===== config.mk =====
export PLATFORM = sky130hd
export DESIGN_NAME = de4_qsys_nios2_qsys_div_cell_flat
export DESIGN_NICKNAME = d
export VERILOG_FILES = /design/src/rtl/de4_qsys_nios2_qsys_div_cell_pkg.sv /design/src/rtl/de4_qsys_nios2_qsys_div_cell_if.sv /design/src/rtl/de4_qsys_nios2_qsys_div_step.sv /design/src/rtl/de4_qsys_nios2_qsys_div_cell.sv /design/src/flat_wrapper.sv
export SDC_FILE = /design/constraint.sdc
export NUM_CORES = 1
export LEC_CHECK = 0
export CELL_PAD_IN_SITES_DETAIL_PLACEMENT = 1
export CELL_PAD_IN_SITES_GLOBAL_PLACEMENT = 1
export CORE_ASPECT_RATIO = 0.9
export CORE_MARGIN = 4
export CORE_UTILIZATION = 30
export CTS_CLUSTER_DIAMETER = 150
export DETAILED_ROUTE_END_ITERATION = 8
export PLACE_DENSITY = 0.61
export SETUP_SLACK_MARGIN = 0.02
export SYNTH_ARGS = -nofsm -noshare
export SYNTH_HDL_FRONTEND = slang
export SYNTH_HIERARCHICAL = 1
export SYNTH_SLANG_ARGS = --single-unit

===== constraint.sdc =====
create_clock -name clk -period 5 [get_ports clk]
set_clock_uncertainty 0.2 [all_clocks]
set_input_delay 0.75 -clock clk [delete_from_list [all_inputs] [get_ports clk]]
set_output_delay 0.75 -clock clk [all_outputs]
set_load 0.05 [all_outputs]

===== src/rtl/de4_qsys_nios2_qsys_div_cell_pkg.sv =====
// Shared types and constants for the iterative 32-bit divider cell.
// Holds the FSM state type, sizing constants and the magnitude helper.
package de4_qsys_nios2_qsys_div_cell_pkg;

    localparam int DIV_WIDTH = 32;
    localparam int DIV_ITER  = 32;
    localparam int CNT_W     = $clog2(DIV_ITER);

    localparam logic [DIV_WIDTH-1:0] DIV0_QUOTIENT = 32'hFFFFFFFF;

    typedef enum logic [1:0] {
        S_IDLE,
        S_RUN,
        S_FIXUP,
        S_DONE
    } div_state_e;

    // 0x80000000 maps onto itself, which reads correctly as unsigned 2^31
    function automatic logic [DIV_WIDTH-1:0] abs_val(
        input logic [DIV_WIDTH-1:0] v,
        input logic                 en
    );
        return (en && v[DIV_WIDTH-1]) ? -v : v;
    endfunction

endpackage


===== src/rtl/de4_qsys_nios2_qsys_div_cell_if.sv =====
// Request/result bundle between the execute stage and the divider cell.
// The master drives operands and control; the slave returns results.
interface de4_qsys_nios2_qsys_div_cell_if;
    import de4_qsys_nios2_qsys_div_cell_pkg::*;

    logic                 E_div_start;
    logic                 E_div_abort;
    logic                 E_ctrl_div_signed;
    logic [DIV_WIDTH-1:0] E_src1_div_cell;
    logic [DIV_WIDTH-1:0] E_src2_div_cell;
    logic [DIV_WIDTH-1:0] A_div_quotient;
    logic [DIV_WIDTH-1:0] A_div_remainder;
    logic                 A_div_busy;
    logic                 A_div_done;
    logic                 A_div_by_zero;

    modport master (
        output E_div_start, E_div_abort, E_ctrl_div_signed,
        output E_src1_div_cell, E_src2_div_cell,
        input  A_div_quotient, A_div_remainder,
        input  A_div_busy, A_div_done, A_div_by_zero
    );

    modport slave (
        input  E_div_start, E_div_abort, E_ctrl_div_signed,
        input  E_src1_div_cell, E_src2_div_cell,
        output A_div_quotient, A_div_remainder,
        output A_div_busy, A_div_done, A_div_by_zero
    );

endinterface


===== src/rtl/de4_qsys_nios2_qsys_div_step.sv =====
// One radix-2 restoring division step, purely combinational.
// Shifts the next dividend bit in, trial-subtracts, keeps or restores.
module de4_qsys_nios2_qsys_div_step
    import de4_qsys_nios2_qsys_div_cell_pkg::*;
(
    input  logic [DIV_WIDTH:0]   rem_i,
    input  logic                 bit_i,
    input  logic [DIV_WIDTH-1:0] dvsr_i,
    output logic [DIV_WIDTH:0]   rem_o,
    output logic                 qbit_o
);

    logic [DIV_WIDTH+1:0] shl;
    logic [DIV_WIDTH+1:0] diff;

    // Extra top bit of diff acts as the borrow out of the trial subtract
    always_comb begin
        shl    = {rem_i, bit_i};
        diff   = shl - {2'b00, dvsr_i};
        qbit_o = ~diff[DIV_WIDTH+1];
        rem_o  = qbit_o ? diff[DIV_WIDTH:0] : shl[DIV_WIDTH:0];
    end

endmodule


===== src/rtl/de4_qsys_nios2_qsys_div_cell.sv =====
// Multi-cycle signed/unsigned 32-bit divider with fixed 34-cycle latency.
// Magnitudes are divided by restoring steps, then signs are fixed up.
module de4_qsys_nios2_qsys_div_cell
    import de4_qsys_nios2_qsys_div_cell_pkg::*;
(
    input  logic                              clk,
    input  logic                              reset_n,
    de4_qsys_nios2_qsys_div_cell_if.slave     bus
);

    div_state_e           state_q, state_d;
    logic [CNT_W-1:0]     cnt_q, cnt_d;
    logic [DIV_WIDTH-1:0] q_q, q_d;
    logic [DIV_WIDTH:0]   r_q, r_d;
    logic [DIV_WIDTH-1:0] dvsr_q, dvsr_d;
    logic [DIV_WIDTH-1:0] dvnd_q, dvnd_d;
    logic                 negq_q, negq_d;
    logic                 negr_q, negr_d;
    logic                 zero_q, zero_d;
    logic [DIV_WIDTH-1:0] quot_q, quot_d;
    logic [DIV_WIDTH-1:0] rem_q, rem_d;
    logic                 by0_q, by0_d;
    logic                 done_q, done_d;
    logic                 busy;
    logic                 accept;

    logic [DIV_WIDTH:0]   step_rem;
    logic                 step_qbit;

    assign accept = bus.E_div_start && !bus.E_div_abort;

    de4_qsys_nios2_qsys_div_step u_step (
        .rem_i  (r_q),
        .bit_i  (q_q[DIV_WIDTH-1]),
        .dvsr_i (dvsr_q),
        .rem_o  (step_rem),
        .qbit_o (step_qbit)
    );

    always_ff @(posedge clk or negedge reset_n) begin
        if (!reset_n) begin
            state_q <= S_IDLE;
        end else begin
            state_q <= state_d;
        end
    end

    always_comb begin
        state_d = state_q;
        unique case (state_q)
            S_IDLE:  if (accept) state_d = S_RUN;
            S_RUN: begin
                if (bus.E_div_abort) begin
                    state_d = S_IDLE;
                end else if (cnt_q == CNT_W'(DIV_ITER - 1)) begin
                    state_d = S_FIXUP;
                end
            end
            S_FIXUP: state_d = bus.E_div_abort ? S_IDLE : S_DONE;
            S_DONE:  state_d = S_IDLE;
            default: state_d = S_IDLE;
        endcase
    end

    always_comb begin
        busy = (state_q == S_RUN) || (state_q == S_FIXUP);
    end

    always_comb begin
        cnt_d  = cnt_q;
        q_d    = q_q;
        r_d    = r_q;
        dvsr_d = dvsr_q;
        dvnd_d = dvnd_q;
        negq_d = negq_q;
        negr_d = negr_q;
        zero_d = zero_q;
        quot_d = quot_q;
        rem_d  = rem_q;
        by0_d  = by0_q;
        done_d = 1'b0;
        unique case (state_q)
            S_IDLE: begin
                if (accept) begin
                    negq_d = bus.E_ctrl_div_signed &&
                             (bus.E_src1_div_cell[DIV_WIDTH-1] ^
                              bus.E_src2_div_cell[DIV_WIDTH-1]);
                    negr_d = bus.E_ctrl_div_signed &&
                             bus.E_src1_div_cell[DIV_WIDTH-1];
                    dvnd_d = bus.E_src1_div_cell;
                    dvsr_d = abs_val(bus.E_src2_div_cell,
                                     bus.E_ctrl_div_signed);
                    q_d    = abs_val(bus.E_src1_div_cell,
                                     bus.E_ctrl_div_signed);
                    r_d    = '0;
                    cnt_d  = '0;
                    zero_d = (bus.E_src2_div_cell == '0);
                end
            end
            S_RUN: begin
                q_d   = {q_q[DIV_WIDTH-2:0], step_qbit};
                r_d   = step_rem;
                cnt_d = cnt_q + CNT_W'(1);
            end
            S_FIXUP: begin
                if (negq_q) q_d = -q_q;
                if (negr_q) r_d = {1'b0, -r_q[DIV_WIDTH-1:0]};
            end
            S_DONE: begin
                // Divide-by-zero reports the untouched original dividend
                quot_d = zero_q ? DIV0_QUOTIENT : q_q;
                rem_d  = zero_q ? dvnd_q : r_q[DIV_WIDTH-1:0];
                by0_d  = zero_q;
                done_d = 1'b1;
            end
            default: ;
        endcase
    end

    always_ff @(posedge clk or negedge reset_n) begin
        if (!reset_n) begin
            cnt_q  <= '0;
            q_q    <= '0;
            r_q    <= '0;
            dvsr_q <= '0;
            dvnd_q <= '0;
            negq_q <= 1'b0;
            negr_q <= 1'b0;
            zero_q <= 1'b0;
            quot_q <= '0;
            rem_q  <= '0;
            by0_q  <= 1'b0;
            done_q <= 1'b0;
        end else begin
            cnt_q  <= cnt_d;
            q_q    <= q_d;
            r_q    <= r_d;
            dvsr_q <= dvsr_d;
            dvnd_q <= dvnd_d;
            negq_q <= negq_d;
            negr_q <= negr_d;
            zero_q <= zero_d;
            quot_q <= quot_d;
            rem_q  <= rem_d;
            by0_q  <= by0_d;
            done_q <= done_d;
        end
    end

    assign bus.A_div_quotient  = quot_q;
    assign bus.A_div_remainder = rem_q;
    assign bus.A_div_busy      = busy;
    assign bus.A_div_done      = done_q;
    assign bus.A_div_by_zero   = by0_q;

endmodule


===== src/flat_wrapper.sv =====
// flat-port wrapper written by rule: the top's interface ports become plain ports
module de4_qsys_nios2_qsys_div_cell_flat import de4_qsys_nios2_qsys_div_cell_pkg::*;
  (clk, reset_n, bus_E_div_start, bus_E_div_abort, bus_E_ctrl_div_signed, bus_E_src1_div_cell, bus_E_src2_div_cell, bus_A_div_quotient, bus_A_div_remainder, bus_A_div_busy, bus_A_div_done, bus_A_div_by_zero);
  de4_qsys_nios2_qsys_div_cell_if bus_i ();
  input  logic clk;
  input  logic reset_n;
  input wire logic [$bits(bus_i.E_div_start)-1:0] bus_E_div_start;
  input wire logic [$bits(bus_i.E_div_abort)-1:0] bus_E_div_abort;
  input wire logic [$bits(bus_i.E_ctrl_div_signed)-1:0] bus_E_ctrl_div_signed;
  input wire logic [$bits(bus_i.E_src1_div_cell)-1:0] bus_E_src1_div_cell;
  input wire logic [$bits(bus_i.E_src2_div_cell)-1:0] bus_E_src2_div_cell;
  output wire logic [$bits(bus_i.A_div_quotient)-1:0] bus_A_div_quotient;
  output wire logic [$bits(bus_i.A_div_remainder)-1:0] bus_A_div_remainder;
  output wire logic [$bits(bus_i.A_div_busy)-1:0] bus_A_div_busy;
  output wire logic [$bits(bus_i.A_div_done)-1:0] bus_A_div_done;
  output wire logic [$bits(bus_i.A_div_by_zero)-1:0] bus_A_div_by_zero;
  assign bus_i.E_div_start = bus_E_div_start;
  assign bus_i.E_div_abort = bus_E_div_abort;
  assign bus_i.E_ctrl_div_signed = bus_E_ctrl_div_signed;
  assign bus_i.E_src1_div_cell = bus_E_src1_div_cell;
  assign bus_i.E_src2_div_cell = bus_E_src2_div_cell;
  assign bus_A_div_quotient = bus_i.A_div_quotient;
  assign bus_A_div_remainder = bus_i.A_div_remainder;
  assign bus_A_div_busy = bus_i.A_div_busy;
  assign bus_A_div_done = bus_i.A_div_done;
  assign bus_A_div_by_zero = bus_i.A_div_by_zero;
  de4_qsys_nios2_qsys_div_cell u_core (.clk(clk), .reset_n(reset_n), .bus(bus_i));
endmodule

**After elaboration in Yosys (flattened, before gate mapping)**

Index checks and enable logic that the tools add are counted.

- Flip-flop bits (word level): 205
- Output and inout bits: 67
- Bits of input ports: 69
- Logic and storage cells: 63

- Add/sub/neg operators: 6
- Muxes and demuxes: 19
- Bitwise logic cells: 2
- Reduce and logical (&&, ||, !) cells: 15
- Equal/unequal tests: 8

Operators with widths:

| cell | count |
|---|---|
| 32-bit two-way mux | 6 |
| 32-bit negator | 4 |
| 33-bit two-way mux | 3 |
| 33-bit one-hot mux with 3 select lines | 1 |
| 32-bit one-hot mux with 3 select lines | 1 |
| 34-bit by 32-bit subtractor with 34-bit output | 1 |
| 32-bit zero test | 1 |
| 5-bit one-hot mux with 2 select lines | 1 |
| 2-bit two-way mux | 4 |
| 2-bit one-hot mux with 4 select lines | 1 |
| 2-bit by 1-bit != test with 1-bit output, second input constant | 3 |
| 2-bit AND reduction | 3 |
| 3-bit AND reduction | 2 |
| 5-bit by 1-bit adder with 5-bit output, second input constant | 1 |
| 5-bit equality test, second input constant | 1 |
| 5-bit two-way mux | 1 |
| 2-bit equality test, second input constant | 2 |
| 1-bit logical AND | 4 |
| 3-bit by 2-bit != test with 1-bit output, second input constant | 1 |
| 3-bit nonzero test | 1 |
| 2-bit by 1-bit equality test with 1-bit output, second input constant | 1 |
| 2-bit zero test | 1 |
| 2-bit nonzero test | 1 |
| 1-bit zero test | 1 |
| 4 further kinds | 4 |

**Logic depth before layout (Yosys ltp)**

Gate-level depths: netlist of the first run.

- Depth after elaboration: 4
- Mapped depth: 15
- Mapped depth without buffers: 13

**Cells and area by module**

Netlist of the first run, hierarchy kept.

Modules (own cells, without submodules):

| module | instances | area an instance (um^2) | seq. area each (um^2) | cells each |
|---|---|---|---|---|
| de4_qsys_nios2_qsys_div_cell | 1 | 11731.3 | 5129.9 | 1367 |
| de4_qsys_nios2_qsys_div_step | 1 | 2213.4 | 0.0 | 306 |

**Worst setup path after synthesis of the first run**

No wires, ideal clock.

- Path type: register -> register
- Start point: register u_core.r_q[5]
- End point: register u_core.r_q[27]
- Data required time: 4674 ps
- Arrival time: 3143 ps
- Slack: 1531 ps
- Stages on the path, launching flop included: 13
- Setup time: 126 ps
- Clock period less this slack: 3469 ps
- Path buffers: 2
- Path through: dfrtp_1 ha_1 clkbuf_1 nand2_1 or3b_1 a211oi_2 o31ai_1 and3_4 o31ai_4 xor2_1 buf_4 mux2_2 a221o_1

- Cells in the longest elaborated chain, start to end: 3
- Elaborated cells on any way between the ends: 5
- Classes of those cells: add/sub: 2; mux: 3

RTL lines:

| what | line | source |
|---|---|---|
| start: declaration | de4_qsys_nios2_qsys_div_cell.sv:14 | `logic [DIV_WIDTH:0] r_q, r_d;` |
| start signal: assignment | de4_qsys_nios2_qsys_div_cell.sv:137 | `r_q <= r_d;` |
| 34-bit by 32-bit subtractor with 34-bit output | de4_qsys_nios2_qsys_div_step.sv:19 | `diff = shl - {2'b00, dvsr_i};` |
| 33-bit two-way mux | de4_qsys_nios2_qsys_div_step.sv:21 | `rem_o = qbit_o ? diff[DIV_WIDTH:0] : shl[DIV_WIDTH:0];` |
| named net u_core.step_rem[27] | de4_qsys_nios2_qsys_div_cell.sv:27 | `logic [DIV_WIDTH:0] step_rem;` |
| 33-bit one-hot mux with 3 select lines | de4_qsys_nios2_qsys_div_cell.sv:82 | `unique case (state_q)` |

The timed path passes the listed nets, and every way through them passes these cells. The select of a mux whose other input is x is not followed.
A chain may end at the register's enable or synchronous reset.

**Worst setup path after layout of the first run**

- Start point: register u_core.r_q[11]
- End point: register u_core.r_q[7]

The elaborated chain is that of the path after synthesis.

==> results of run 1 <==
## placed cells by master (no fill, tap or decap), types with 9 or more instances in the layout
cell type	n
a211oi_1	18
a21o_1	32
a21oi_1	142
a221o_1	15
a221oi_1	9
a31oi_1	20
and3_1	11
buf_4	29
clkbuf_16	27
clkdlybuf4s50_1	134
dfrtp_1	204
ha_1	42
inv_1	61
mux2_1	20
mux2_2	10
mux2i_1	43
nand2_1	229
nand2b_1	9
nand3_1	23
nand4_1	19
nor2_1	178
nor2b_1	10
nor3_1	43
nor4_1	22
o211ai_1	9
o21ai_0	79
o31ai_1	20
o41ai_1	11
or3_1	13
or4_1	21
xnor2_1	66
xor2_1	27
## per-stage QoR
step | cell area, µm² | total power (µW) | setup WS, ns
2_1_floorplan | 13900 | 9570 | 1.53
3_3_place_gp | 15900 | 12400 | 0.978
3_5_place_dp | 15900 | 12500 | 0.853
4_1_cts | 16800 | 14600 | 0.827
5_1_grt | 16800 | 15700 | 0.498
6_report | 16800 | 14600 | 0.815
## cell families (layout without fill, tap and decap cells)
kind of cell,after synthesis,in the layout,synth area share
buffers and inverters,178,275,0.0506
AOI/OAI and AO/OA,454,454,0.217
adders and majority gates,44,44,0.0400
DFF,205,205,0.368
other,0,1,0
and+or+nand+nor,625,625,0.210
xor gates and xnor gates,94,94,0.0590
muxes,73,73,0.0551
## area by class of cell
class | instances | area share
multi-input cells | 1290 | 0.486
flip-flops and latches | 205 | 0.306
repair buffers | 165 | 0.0950
clock buffers | 36 | 0.0459
well taps | 608 | 0.0454
inverters | 62 | 0.0139
clock inverters | 12 | 0.00709
diodes | 1 | 0.000149
## state kept, by name (all words and copies together), names as in the netlist, 2 cells and up
register,count
u_core/dvsr_q,32
u_core/cnt_q,5
u_core/state_q,2
u_core/bus.A_div_quotient,32
u_core/q_q,32
u_core/bus.A_div_remainder,32
u_core/r_q,33
u_core/dvnd_q,32
## report_power, final
group          switching [µW]  total, µW  internal (µW)
Combinational            5840       9200           3360
Sequential                931       3420           2490
Clock                     786       1960           1170
Total                    7560      14600           7020
## path summary, 6_finish.rpt
kind | end | startpoint | slack [ns] | cells past startpoint
min in group clk | u_core/dvnd_q[31] | u_core/dvnd_q[31] | 0.27 | 2
worst max-delay path | u_core/r_q[7] | u_core/r_q[11] | 0.82 | 12
worst min-delay path | u_core/bus.A_div_quotient[4] | reset_n | 0.07 | 1
worst max register to register | u_core/r_q[7] | u_core/r_q[11] | 0.82 | 12
worst min register to register | u_core/dvnd_q[31] | u_core/dvnd_q[31] | 0.27 | 2
max in group asynchronous | u_core/dvnd_q[5] | reset_n | 3.34 | 2
## layer usage
metal  GRT usage  vias up
li1            -     6187
met1       0.296     6738
met2       0.316      302
met3      0.0349       62
met4      0.0437        0
met5           0        -
## worst max-delay path: stages, from the launching register on
cell	delay, ns
dfrtp_1	0.47
ha_1	0.43
nand4_1	0.16
or3b_1	0.42
a211oi_2	0.39
o31ai_1	0.13
and3_4	0.22
o31ai_4	0.25
xor2_4	0.45
buf_12	0.26
mux2_1	0.33
a22oi_1	0.21
o31ai_1	0.09
## synth_stat cells (20+ instances only)
library cell,number
a21o_1,32
a31oi_1,20
xor2_1,28
nand2_1,230
ha_1,43
a21oi_1,142
clkbuf_1,99
mux2i_1,43
or4_1,21
nor3_1,43
mux2_1,20
nor2_1,178
o31ai_1,20
o21ai_0,79
xnor2_1,66
dfrtp_1,205
inv_1,61
nand3_1,23
nor4_1,22
==> metrics.cfg, run 1 <==
[final_layout]
final_cells=2379
finish.utilization=0.367
syn2layout_area_growth_pct=20.2
seq_area_mm2=0.00513
nFillCells=5332
layout-drive-gt1-share=0.0672
final_nets=1863
multi_input_area_mm2=0.00815

[floorplan]
die_h_um=213
io_pins=136
num_rows=74
core_mm2=0.0456
die_area_mm2=0.0500
fp.dieW_um=235
start_util=0.305

[pwr]
powerDensity_mw_per_mm2=870
p_leak_uw=0.00711
vdd_ir_drop_max_mv=0.322

[synthesis]
synthCells=1673
yosysTopAreaCellShare=0.368
synthDistinctLibCells=83
syn_avg_cell_area_um2=8.34
synth_area_leaders=dfrtp_1, nand2_1, a21oi_1
ys_seq_area_frac=0.368
synthFlopType=dfrtp_1
synth-seq-cells=205
synth_nets=1786
synthArstFlopShare=1.00
synth_top_cell_by_area=dfrtp_1
synth-edff-count=0
syn_area_mm2=0.0139
synth_warnings=6

[clock_tree]
postCtsHoldBufs=0
cts.sinks=205
clkLatencyLatePin_ns=0.56
path_clk_slew_ns=0.06
htreeDepth=1
cts_buffers=26
clock-root-buffer=clkbuf_16
clockBufferDepth=3
postCtsSetupBuffers=0
post_cts_resized=0
cts_tree=built

[sta]
whs_ns=0.0654
slew_headroom=0.297
fin_crit_sh=0.837
fin_tns_setup_ns=0
clock.fmax_ghz=0.239
period_minus_slack_ns=4.18
tightest_slew_ns=1.05
slew_violations=0
rsz0062_at_grt=no
report.final.setup_viol=0
hold_violations=0

[routing]
dr.pass1.iters=5
num_vias=13300
wl_met2_um=23400
vias_per_cell=5.59
wirelength_um=52200
routedWlPerCell_um=21.9
met1_length_um=25200
antenna_left=0
dr.max_layer_used=met4
met3_wirelength_um=2660
drtIter0Drc=1029
drc_errors=0

[global_route]
antenna_found_initial=0
grt.total_usage=0.202
grt_pass1_vias=13700
grt_pass1_wl_um=81400
globalRouteOverflowTotal=0
grt_max_degree=91

[worst_setup_path]
required_ns=5.20
worstSetupStartpointType=flip-flop
worstSetupPathType=reg -> reg
arrival_ns=4.38
cp-end-kind=flip-flop
critPathMaxFanout=26

[placement]
placed_cells=2330
dp_hpwl_um=38000
place_congestion=0.853
port_buffers=135

[job]
drv_cap=0

[status]
status=finished clean

[hold_path]
min_path_type=in -> async

(Power assumes the default switching activity.)
==> inputs of run 2 (changes only) <==
==> constraint.sdc (replaced) <==
create_clock -name clk -period 4.4 [get_ports clk]
set_clock_uncertainty 0.2 [all_clocks]
set_input_delay 0.66 -clock clk [delete_from_list [all_inputs] [get_ports clk]]
set_output_delay 0.66 -clock clk [all_outputs]
set_load 0.05 [all_outputs]
==> metrics.cfg, run 2 (synthesized netlist as in run 1, its figures left out) <==
[final_layout]
largest_reg_flops=33  ; unchanged
final_nets=1870  ; +0.38%
final_cell_mix=nand2_1, dfrtp_1, nor2_1
top_register=u_core/r_q
nFillCells=5355  ; +0.43%
layout-drive-gt1-share=0.0687  ; +0.00150
syn2layout_area_growth_pct=20.3  ; about the same
multi_input_area_mm2=0.00815  ; unchanged
layout_commonest_cell=nand2_1
seq_area_mm2=0.00513  ; unchanged
final_cells=2388  ; +0.38%

[floorplan]
num_rows=74  ; unchanged
start_util=0.305  ; unchanged
die_area_mm2=0.0500  ; unchanged
core_mm2=0.0456  ; unchanged
die_h_um=213  ; unchanged
io_pins=136  ; unchanged
fp.dieW_um=235  ; unchanged

[worst_setup_path]
required_ns=4.62  ; -0.58 ns
cp.depth=11  ; -1
slowest_delay_ns=0.45  ; -0.02 ns
reg2reg_slack_ns=0.50  ; -0.31 ns
critPathMaxFanout=39  ; +50%
reg2reg_to=u_core/r_q[11]
worstSetupPathType=reg -> reg
path_buf_inv=1  ; unchanged
cp-end-kind=flip-flop
arrival_ns=4.12  ; -0.26 ns
worstSetupStartpointType=flip-flop
cp_cell_sequence=ha_1, and3_1, or3b_1, a211oi_2, o31ai_1, and3_4, o31ai_4, xor2_4, buf_12, mux2_1, a221o_1
r2r_cells=11  ; -1
r2r_start=u_core/r_q[7]
cp_slowest_cell=dfrtp_1
critical-path-top-delay-family=compound AO/OA/AOI/OAI gates

[clock_tree]
postCtsSetupBuffers=0  ; unchanged
cts_buffers=26  ; unchanged
path_clk_slew_ns=0.06  ; about the same
clockBufferDepth=3  ; unchanged
postCtsHoldBufs=0  ; unchanged
cts.sinks=205  ; unchanged
clock-root-buffer=clkbuf_16
clkLatencyLatePin_ns=0.56  ; about the same
post_cts_resized=0  ; unchanged
htreeDepth=1  ; unchanged
cts_tree=built

[sta]
rsz0062_at_grt=no
layout_setup_ws_ns=0.505  ; -0.311 ns
slew_headroom=0.279  ; -0.0176
clock.fmax_ghz=0.257  ; +7.4%
slew_violations=0  ; unchanged
report.final.setup_viol=0  ; unchanged
hold_violations=0  ; unchanged
fin_crit_sh=0.885  ; +0.0484
period_minus_slack_ns=3.90  ; -0.289 ns
fin_tns_setup_ns=0  ; unchanged
tightest_slew_ns=1.08  ; +0.0351 ns

[placement]
dp_hpwl_um=38200  ; +0.55%
place_congestion=0.856  ; +0.26%
port_buffers=135  ; unchanged
place_ws_ns=0.543  ; -0.310 ns
placed_cells=2337  ; +0.30%

[routing]
dr.pass1.iters=5  ; unchanged
num_vias=13300  ; -0.15%
drc_errors=0  ; unchanged
vias_per_cell=5.56  ; -0.53%
routedWlPerCell_um=21.8  ; -0.46%
antenna_left=0  ; unchanged
drtIter0Drc=897  ; -13%
wirelength_um=52200  ; about the same

[pwr]
p_leak_uw=0.00713  ; +0.15%
powerDensity_mw_per_mm2=985  ; +13%
vdd_ir_drop_max_mv=0.447  ; +39%

[global_route]
antenna_found_initial=5  ; +5
grt_max_degree=114  ; +25%
grt_pass1_wl_um=80500  ; -1.1%
grt_pass1_vias=13400  ; -1.8%
grt.total_usage=0.201  ; -0.00139
globalRouteOverflowTotal=0  ; unchanged

[hold_path]
min_path_type=in -> async

[status]
status=finished clean

[job]
drv_cap=0  ; unchanged

run 2: worst max path at each step:
stage	start	endpoint	slack, ns
2_1_floorplan	u_core/r_q[5]	u_core/r_q[27]	0.93
3_3_place_gp	u_core/r_q[11]	u_core/r_q[31]	0.63
3_5_place_dp	u_core/r_q[7]	u_core/r_q[23]	0.54
4_1_cts	u_core/r_q[7]	u_core/r_q[11]	0.53
5_1_grt	u_core/r_q[7]	u_core/r_q[24]	0.27
6_report	u_core/r_q[7]	u_core/r_q[11]	0.50
run 2: stage by stage:
step                       util  hold WS (ns)  instance area (µm²)  power (µW)
after global routing      0.367         0.106                16800       17700
after detailed placement  0.349         0.270                15900       14300
after CTS                 0.367         0.102                16800       16500
after floorplan               -         0.164                13900       10900
final                     0.367        0.0364                16800       16500
after global placement    0.349         0.259                15900       14100
run 2: layer usage:
metal  GRT usage  wire [µm]  vias up
met5           0         34        -
met4      0.0415       1070        4
met3      0.0375       2800       58
met2       0.314      23200      318
met1       0.293      25100     6671
li1            -          -     6218
run 2: layout make-up:
cell class	count	share of cell area
diodes	5	0.000746
clock buffers	36	0.0447
clock inverters	10	0.00477
inverters	62	0.0139
multi-input cells	1290	0.486
flip-flops and latches	205	0.306
well taps	608	0.0454
repair buffers	172	0.0988
run 2: power by group:
group,internal (µW),total (µW),switching [µW]
combinational,3850,10600,6710
clock,1240,2120,882
sequential,2830,3830,1000
